## src/rtl/tm_lif_pkg.sv

```systemverilog
// Shared constants and types for the time-multiplexed LIF neuron scheduler.
package tm_lif_pkg;

    localparam int NUM_NEURONS = 8;
    localparam int STATE_W     = 8;
    localparam int REFRAC_W    = 3;
    localparam int LEAK_SHIFT  = 1;
    localparam int IDX_W       = $clog2(NUM_NEURONS);

    localparam logic [STATE_W-1:0] THRESH_RST = STATE_W'(127);

    typedef enum logic [1:0] {
        ST_IDLE   = 2'd0,
        ST_UPDATE = 2'd1,
        ST_DRAIN  = 2'd2,
        ST_DONE   = 2'd3
    } fsm_e;

    typedef struct packed {
        logic [STATE_W-1:0]  thresh;
        logic [REFRAC_W-1:0] refrac;
    } neuron_cfg_t;

endpackage

```

## src/rtl/tm_lif_update.sv

```systemverilog
// Combinational leak / saturating integrate / threshold / refractory step for one neuron.
module tm_lif_update
    import tm_lif_pkg::*;
(
    input  logic [STATE_W-1:0]  state_i,
    input  logic [REFRAC_W-1:0] refrac_cnt_i,
    input  neuron_cfg_t         cfg_i,
    input  logic [STATE_W-1:0]  current_i,
    output logic [STATE_W-1:0]  next_state_o,
    output logic [REFRAC_W-1:0] next_refrac_o,
    output logic                fire_o
);

    logic [STATE_W:0]   sum_wide;
    logic [STATE_W-1:0] sum_sat;

    // One extra bit catches the carry so the sum clamps at all-ones instead of wrapping.
    assign sum_wide = {1'b0, current_i} + {1'b0, (state_i >> LEAK_SHIFT)};
    assign sum_sat  = sum_wide[STATE_W] ? {STATE_W{1'b1}} : sum_wide[STATE_W-1:0];

    always_comb begin
        next_state_o  = state_i;
        next_refrac_o = refrac_cnt_i;
        fire_o        = 1'b0;
        if (refrac_cnt_i != '0) begin
            next_refrac_o = refrac_cnt_i - 1'b1;
            next_state_o  = '0;
        end else if (sum_sat >= cfg_i.thresh) begin
            fire_o        = 1'b1;
            next_state_o  = '0;
            next_refrac_o = cfg_i.refrac;
        end else begin
            next_state_o  = sum_sat;
        end
    end

endmodule

```

## src/rtl/tm_lif_scheduler.sv

```systemverilog
// Sweeps all neurons through one shared LIF datapath per tick and emits spikes
// as a valid/ready address-event stream.
module tm_lif_scheduler
    import tm_lif_pkg::*;
(
    input  logic                   clk,
    input  logic                   rst,
    input  logic                   tick_valid,
    output logic                   tick_ready,
    output logic [IDX_W-1:0]       cur_idx,
    input  logic [STATE_W-1:0]     cur_data,
    input  logic                   cfg_we,
    input  logic [IDX_W-1:0]       cfg_addr,
    input  logic [STATE_W-1:0]     cfg_thresh,
    input  logic [REFRAC_W-1:0]    cfg_refrac,
    output logic                   spike_valid,
    input  logic                   spike_ready,
    output logic [IDX_W-1:0]       spike_idx,
    output logic [NUM_NEURONS-1:0] spike_vec,
    output logic                   busy,
    output logic                   sweep_done
);

    fsm_e                                      fsm_q, fsm_d;
    logic [IDX_W-1:0]                          idx_q, idx_d;
    logic [NUM_NEURONS-1:0][STATE_W-1:0]       state_q;
    logic [NUM_NEURONS-1:0][REFRAC_W-1:0]      refrac_q;
    neuron_cfg_t [NUM_NEURONS-1:0]             cfg_q;
    logic                                      spk_valid_q, spk_valid_d;
    logic [IDX_W-1:0]                          spk_idx_q, spk_idx_d;
    logic [NUM_NEURONS-1:0]                    spk_vec_q, spk_vec_d;
    logic [NUM_NEURONS-1:0]                    sweep_spk_q, sweep_spk_d;

    logic                slot_free, do_proc, last_idx;
    logic [STATE_W-1:0]  upd_state;
    logic [REFRAC_W-1:0] upd_refrac;
    logic                upd_fire;

    // A neuron is only evaluated when its possible event has somewhere to go.
    assign slot_free = !spk_valid_q || spike_ready;
    assign do_proc   = (fsm_q == ST_UPDATE) && slot_free;
    assign last_idx  = (idx_q == IDX_W'(NUM_NEURONS - 1));

    tm_lif_update u_update (
        .state_i      (state_q[idx_q]),
        .refrac_cnt_i (refrac_q[idx_q]),
        .cfg_i        (cfg_q[idx_q]),
        .current_i    (cur_data),
        .next_state_o (upd_state),
        .next_refrac_o(upd_refrac),
        .fire_o       (upd_fire)
    );

    always_comb begin
        fsm_d = fsm_q;
        idx_d = idx_q;
        case (fsm_q)
            ST_IDLE: begin
                if (tick_valid) begin
                    fsm_d = ST_UPDATE;
                    idx_d = '0;
                end
            end
            ST_UPDATE: begin
                if (do_proc) begin
                    if (last_idx) fsm_d = ST_DRAIN;
                    else          idx_d = idx_q + 1'b1;
                end
            end
            ST_DRAIN: begin
                if (!spk_valid_q || spike_ready) fsm_d = ST_DONE;
            end
            default: fsm_d = ST_IDLE;
        endcase
    end

    always_comb begin
        spk_valid_d = spk_valid_q && !spike_ready;
        spk_idx_d   = spk_idx_q;
        sweep_spk_d = sweep_spk_q;
        spk_vec_d   = spk_vec_q;
        if (fsm_q == ST_IDLE && tick_valid) sweep_spk_d = '0;
        if (do_proc && upd_fire) begin
            spk_valid_d        = 1'b1;
            spk_idx_d          = idx_q;
            sweep_spk_d[idx_q] = 1'b1;
        end
        if (fsm_q == ST_DRAIN && fsm_d == ST_DONE) spk_vec_d = sweep_spk_q;
    end

    always_ff @(posedge clk) begin
        if (rst) begin
            fsm_q       <= ST_IDLE;
            idx_q       <= '0;
            spk_valid_q <= 1'b0;
            spk_idx_q   <= '0;
            spk_vec_q   <= '0;
            sweep_spk_q <= '0;
        end else begin
            fsm_q       <= fsm_d;
            idx_q       <= idx_d;
            spk_valid_q <= spk_valid_d;
            spk_idx_q   <= spk_idx_d;
            spk_vec_q   <= spk_vec_d;
            sweep_spk_q <= sweep_spk_d;
        end
    end

    always_ff @(posedge clk) begin
        if (rst) begin
            state_q  <= '0;
            refrac_q <= '0;
            for (int i = 0; i < NUM_NEURONS; i++) begin
                cfg_q[i].thresh <= THRESH_RST;
                cfg_q[i].refrac <= '0;
            end
        end else begin
            if (do_proc) begin
                state_q[idx_q]  <= upd_state;
                refrac_q[idx_q] <= upd_refrac;
            end
            // Configuration only lands between sweeps; running counters are untouched.
            if (fsm_q == ST_IDLE && cfg_we) begin
                cfg_q[cfg_addr].thresh <= cfg_thresh;
                cfg_q[cfg_addr].refrac <= cfg_refrac;
            end
        end
    end

    assign tick_ready  = (fsm_q == ST_IDLE);
    assign busy        = (fsm_q != ST_IDLE);
    assign sweep_done  = (fsm_q == ST_DONE);
    assign cur_idx     = idx_q;
    assign spike_valid = spk_valid_q;
    assign spike_idx   = spk_idx_q;
    assign spike_vec   = spk_vec_q;

endmodule

```

## config.mk

```make
export PLATFORM = sky130hd
export DESIGN_NAME = tm_lif_scheduler
export DESIGN_NICKNAME = d
export VERILOG_FILES = /design/src/rtl/tm_lif_pkg.sv /design/src/rtl/tm_lif_update.sv /design/src/rtl/tm_lif_scheduler.sv
export SDC_FILE = /design/constraint.sdc
export NUM_CORES = 1
export LEC_CHECK = 0
export CAP_MARGIN = 20
export CORE_AREA = 2 2 130 132
export CTS_CLUSTER_DIAMETER = 40
export CTS_CLUSTER_SIZE = 16
export DETAILED_ROUTE_END_ITERATION = 10
export DIE_AREA = 0 0 132 134
export GPL_TIMING_DRIVEN = 0
export PLACE_DENSITY = 0.8
export RECOVER_POWER = 50
export SYNTH_ARGS = -nofsm -noshare
export SYNTH_HDL_FRONTEND = slang
export SYNTH_SLANG_ARGS = --single-unit
```

## constraint.sdc

```tcl
create_clock -name clk -period 7.75 [get_ports clk]
set_clock_uncertainty 0.2 [all_clocks]
set_input_delay 1.55 -clock clk [delete_from_list [all_inputs] [get_ports clk]]
set_output_delay 1.55 -clock clk [all_outputs]
set_load 0.01 [all_outputs]
```

Word-level counts from Yosys, hierarchy flattened
Index checks and enable logic that the tools add are counted.

storage, ports and cells
  output and inout port bits = 18
  logic and storage cells = 110
  flip-flop bits (word level) = 201
  input port bits = 27

operators by class
  equality and inequality tests = 8
  bitwise logic cells = 1
  order comparisons = 5
  reductions and logical operators = 16
  mux-type cells = 39
  add/subtract/negate cells = 3

operators by type and width
  operator                                                                              number
  88-bit bitwise mux                                                                    2
  11-bit demux with 3-bit select                                                        2
  64-bit bitwise mux                                                                    1
  8-bit two-way mux                                                                     7
  11-bit binary-select mux with 3-bit select                                            1
  8-bit binary-select mux with 3-bit select                                             1
  24-bit bitwise mux                                                                    1
  8-bit demux with 3-bit select                                                         1
  3-bit two-way mux                                                                     8
  11-bit two-way mux                                                                    2
  8-bit by 7-bit adder with 9-bit output                                                1
  3-bit binary-select mux with 3-bit select                                             1
  3-bit demux with 3-bit select                                                         1
  8-bit greater-or-equal comparator                                                     1
  1-bit logical AND                                                                     8
  3-bit by 4-bit less-than comparator with 1-bit output (second input constant)         2
  2-bit two-way mux                                                                     4
  8-bit OR                                                                              1
  2-bit == test (second input constant)                                                 3
  3-bit by 1-bit greater-or-equal comparator with 1-bit output (second input constant)  2
  2-bit inequality test (second input constant)                                         3
  2-bit case mux with 3 select lines                                                    1
  3-bit case mux with 2 select lines                                                    1
  1-bit two-way mux                                                                     4
  other kinds (11)                                                                      13

Logic depth before layout (Yosys ltp)
  depth after elaboration = 9
  gate-level depth with buffers = 23
  depth with buffers taken out = 18

Modules after synthesis
From an unflattened synthesis, not the netlist that was laid out.

unflattened totals
  cells, all modules = 1178
  area total of the unflattened synthesis = 9537.9 µm²

by module, submodules not included
  module            cells an instance  area each (µm²)  times used  sequential area each (µm²)
  tm_lif_scheduler  1067               8703.3           1           4023.9
  tm_lif_update     111                834.6            1           0.0

Least setup slack after synthesis
No wires, ideal clock.

  path type = flip-flop to flip-flop
  start = reg idx_q[0] (netlist: cur_idx[0])
  end = reg state_q[11] in the netlist's numbering
  slack = 2.398 ns
  data required time = 7.481 ns
  data arrival time = 5.083 ns
  stages on the path, launching flop included = 22
  clock period less this slack = 5.352 ns
  cell sequence = dfxtp_1 buf_6 buf_6 buf_2 mux2_2 a221oi_1 o22ai_1 ha_1 fa_1 a21o_1 nand4_1 nand2_1 a31o_2 nor2_1 inv_1 ha_1 and3_1 a221o_1 or2_4 buf_6 or3_1 o21ai_1

between the ends
  cells in the longest elaborated chain, start to end = 8
  elaborated cells between the ends (all ways) = 18

ends and longest elaborated chain
  element                                    RTL line                 text
  from (decl)                                tm_lif_scheduler.sv:25   logic [IDX_W-1:0] idx_q, idx_d;
  from (signal assigned)                     tm_lif_scheduler.sv:101  idx_q <= idx_d;
  8-bit binary-select mux with 3-bit select  tm_lif_scheduler.sv:45   .state_i (state_q[idx_q]),
  8-bit two-way mux (implied by the code)    tm_lif_scheduler.sv:45
  8-bit by 7-bit adder with 9-bit output     tm_lif_update.sv:18      assign sum_wide = {1'b0, current_i} + {1'b0, (state_i >> LEAK_SHIFT)};
  8-bit two-way mux                          tm_lif_update.sv:19      assign sum_sat = sum_wide[STATE_W] ? {STATE_W{1'b1}} : sum_wide[STATE_W-1:0];
  8-bit greater-or-equal comparator          tm_lif_update.sv:28      end else if (sum_sat >= cfg_i.thresh) begin
  8-bit two-way mux                          tm_lif_update.sv:28
  8-bit two-way mux                          tm_lif_update.sv:25      if (refrac_cnt_i != '0) begin
  64-bit bitwise mux (*)                     tm_lif_scheduler.sv:119  state_q[idx_q] <= upd_state;
  to (signal, indexed assignment)            tm_lif_scheduler.sv:119
  to (decl)                                  tm_lif_scheduler.sv:26   logic [NUM_NEURONS-1:0][STATE_W-1:0] state_q;

Every way passes the cells marked *; elsewhere a longest branch is shown, timed or not. The select of a mux whose other input is x is not followed.
A chain may end at the register's enable or synchronous reset.

Worst setup path after layout
  start = reg idx_q[1] (netlist: cur_idx[1])
  end = reg state_q[23] in the netlist's numbering

The elaborated chain is that of the path after synthesis.

==> qor.txt <==
status = finished, final reports clean
Yosys warnings = 0
Initial Util = 0.566
nets = 1129
Post-Syn Nets = 1071
highest clock rate = 0.149 GHz
CTS tree = built
Cell variety after synth = 67
First-pass DRT Iterations = 6
worst endpoint required time = 7910 ps
Worst-path clk slew = 70 ps
post-CTS sizing = 0
diode count = 0
core box area = 0.0163 mm^2
P&R area growth vs syn = 13.3%
fin util = 0.641
CP Cell Sequence = buf_6 > buf_6 > buf_2 > buf_2 > buf_2 > o221ai_1 > o21ai_0 > o21ai_0 > fa_1 > a21o_1 > nand4_1 > nand2_1 > a31o_2 > nor2_1 > inv_1 > ha_1 > and3_1 > a221o_1 > nor3_2 > or4b_1 > buf_2 > o21ai_1
Seq/Total Area, Yosys = 0.419
Via density = 6.31
Top Family by Delay on Critical Path = buffers and inverters
Post-Syn Instances = 1024
Post-synth ARST share = 0
startpoint types = register
number of global-route vias before repair = 7967
Int Pwr = 0.00158 W
Reg area = 0.00386 mm^2
RSZ-0062 raised after global routing = false
Mapped Avg Cell Area = 9.00 um^2
most common cell after layout, fill and taps aside = dfxtp_1
Clock Path Buffers = 2
GP Congestion = 0.922
FILL cells = 1385
crit path kind = register to register
Final min period = 6730 ps
# rows = 47
register bit total from synthesis = 193
first-pass GRT wire length = 42900 um
Worst Hold Path Cells = 2
P_sw = 0.000608 W
clock sink count = 193
share of layout cells above drive strength 1 = 0.0840
crit path buf inv count = 7
area leader, netlist = dfxtp_1
ANT nets after route = 0
relative slew slack = 0.306
Hold Buf Count CTS = 0
Switching Share = 0.278
Port Buffers = 39
crit share post-route = 0.868
Syn Std Cell Area = 0.00921 mm^2
cell mode on critical path = buf_2
Comb power frac = 0.140
GRT Resource Usage Total = 0.311
H-tree Lvls = 4
Hold Path Origin = cfg_q[54]
clk_lat worst skew = 440 ps
FF-to-FF End = state_q[23]
final setup TNS = 0 ps
Synth top area share = 0.419
1st-iter DRT viols = 912
most frequent cells in the layout = dfxtp_1 (193), nand2_1 (112), nor2_1 (86)
Die Wd = 132 um
crit-path max FO = 10
Remaining DRCs = 0
CP Capture Type = register
Post-synth EDFFs = 0
Reg2Reg Setup Slack = 1020 ps
leak pwr = 3.76 nW
reg-to-reg critical path startpoint = cur_idx[1]
Root Driver = clkbuf_16
Die H = 134 um
Multi-input gate area = 0.00494 mm^2
worst vdd ir = 188 uV
final hold vios = 0
total grt overflow = 0
DR WL/cell = 21.0 um
top cells by area, synth = dfxtp_1 (42%), nand3b_1 (6.2%), mux2i_1 (4.7%), nand2_1 (4.6%), nor2_1 (3.5%)
Final Max Tran Viols = 0
pin count of the biggest net entering global routing = 17
setup violators final = 0
slowest stage delay, CP = 590 ps
io pins = 45
Synth Flop Type = dfxtp_1
WL final = 27600 um
clock share of power = 0.393
Arr. time, crit path = 6890 ps
Via Count = 8297
CP max-delay cell = nor2_1
worst hold path type = register to register
max_cap viols = 0
Die Footprint = 0.0177 mm^2
Seq pwr share = 0.467
Final HPWL DP = 19600 um
Slew @ Worst Pin = 1030 ps
Post-CTS Setup Bufs = 0
Hold EP = cfg_q[54]
worst r2r path cells = 22
Pwr Density = 210 mW/mm^2
CTS Buf Count = 17
initial antenna violation count = 0
==> cells in the mapped netlist, drive strengths merged, types with 19 or more instances <==
master and n:
clkbuf 51, ha 19, nor2b 28, nor2 87
nand3 22, o21ai 75, a211o 35, mux2i 43
a21oi 39, a221oi 21, nand2 112, nand3b 76
buf 26, and3 19, dfxtp 193
==> how the worst max path moves through the flow <==
| stage | to | slack [ps] | depth (start not counted) | startpoint |
|---|---|---|---|---|
| floorplan | state_q[11] | 2400 | 21 | cur_idx[0] |
| global placement | state_q[47] | 1190 | 22 | cur_idx[1] |
| detailed placement | state_q[23] | 1110 | 22 | cur_idx[1] |
| CTS | state_q[23] | 1060 | 22 | cur_idx[1] |
| global route | sweep_spk_q[1] | 650 | 23 | cur_idx[1] |
| finish | state_q[23] | 1020 | 22 | cur_idx[1] |
==> cell families after synthesis <==
group / share of synthesized area
AO/OA/AOI/OAI: 0.189
XOR/XNOR: 0.00380
adder cells (fa/ha/maj): 0.0280
buffers and inverters: 0.0440
flip-flops: 0.419
multiplexers: 0.0875
AND/OR/NAND/NOR: 0.228
==> worst register-to-register path: stages (launching register included) <==
cell      delay (ps)
dfxtp_1          450
buf_6            220
buf_6            190
buf_2            360
buf_2            430
buf_2            370
o221ai_1         180
o21ai_0          110
o21ai_0          200
fa_1             500
a21o_1           210
nand4_1          130
nand2_1           90
a31o_2           310
nor2_1           590
inv_1            100
ha_1             300
and3_1           190
a221o_1          420
nor3_2           290
or4b_1           470
buf_2            200
o21ai_1          140
==> metal layers <==
| layer | routed length [um] | GRT usage | vias to the layer above | share of wire |
|---|---|---|---|---|
| li1 | - | - | 3833 | - |
| met1 | 11300 | 0.389 | 3980 | 0.41 |
| met2 | 12900 | 0.517 | 402 | 0.47 |
| met3 | 2440 | 0.0707 | 82 | 0.089 |
| met4 | 949 | 0.132 | 0 | 0.034 |
| met5 | 0 | 0 | - | 0 |
==> metrics by stage <==
step	area [um^2]	total power, W	hold slack [ps]	instances	setup WS, ps
floorplan	9210	0.00124	220	1024	2400
global placement	9880	0.00133	239	1283	1190
detailed placement	9880	0.00134	249	1283	1110
CTS	10400	0.00218	258	1315	1060
global route	10400	0.00225	274	1315	649
finish	10400	0.00219	257	1315	1020
==> sequential cells by signal (all words and copies together), names as in the netlist <==
| name | cells |
|---|---|
| cfg_q | 88 |
| spike_valid | 1 |
| spike_idx | 3 |
| fsm_q | 2 |
| cur_idx | 3 |
| sweep_spk_q | 8 |
| refrac_q | 24 |
| spike_vec | 8 |
| state_q | 56 |
==> power by group through the flow <==
stage	logic (W)	registers, W	clock network (W)
6_report	0.000306	0.00102	0.000859
3_3_place_gp	0.000290	0.00104	0
3_5_place_dp	0.000295	0.00104	0
4_1_cts	0.000299	0.00102	0.000855
2_1_floorplan	0.000199	0.00104	0
5_1_grt	0.000325	0.00102	0.000897
==> cell type report <==
type	count	share of cell area
clock inverter	11	0.00971
clock buffer	21	0.0441
multi-input combinational	740	0.474
buffer	77	0.0333
tap	220	0.0264
inverter	14	0.00504
sequential	193	0.370
timing repair buffer	39	0.0374
Power figures use the tool's default switching activity.
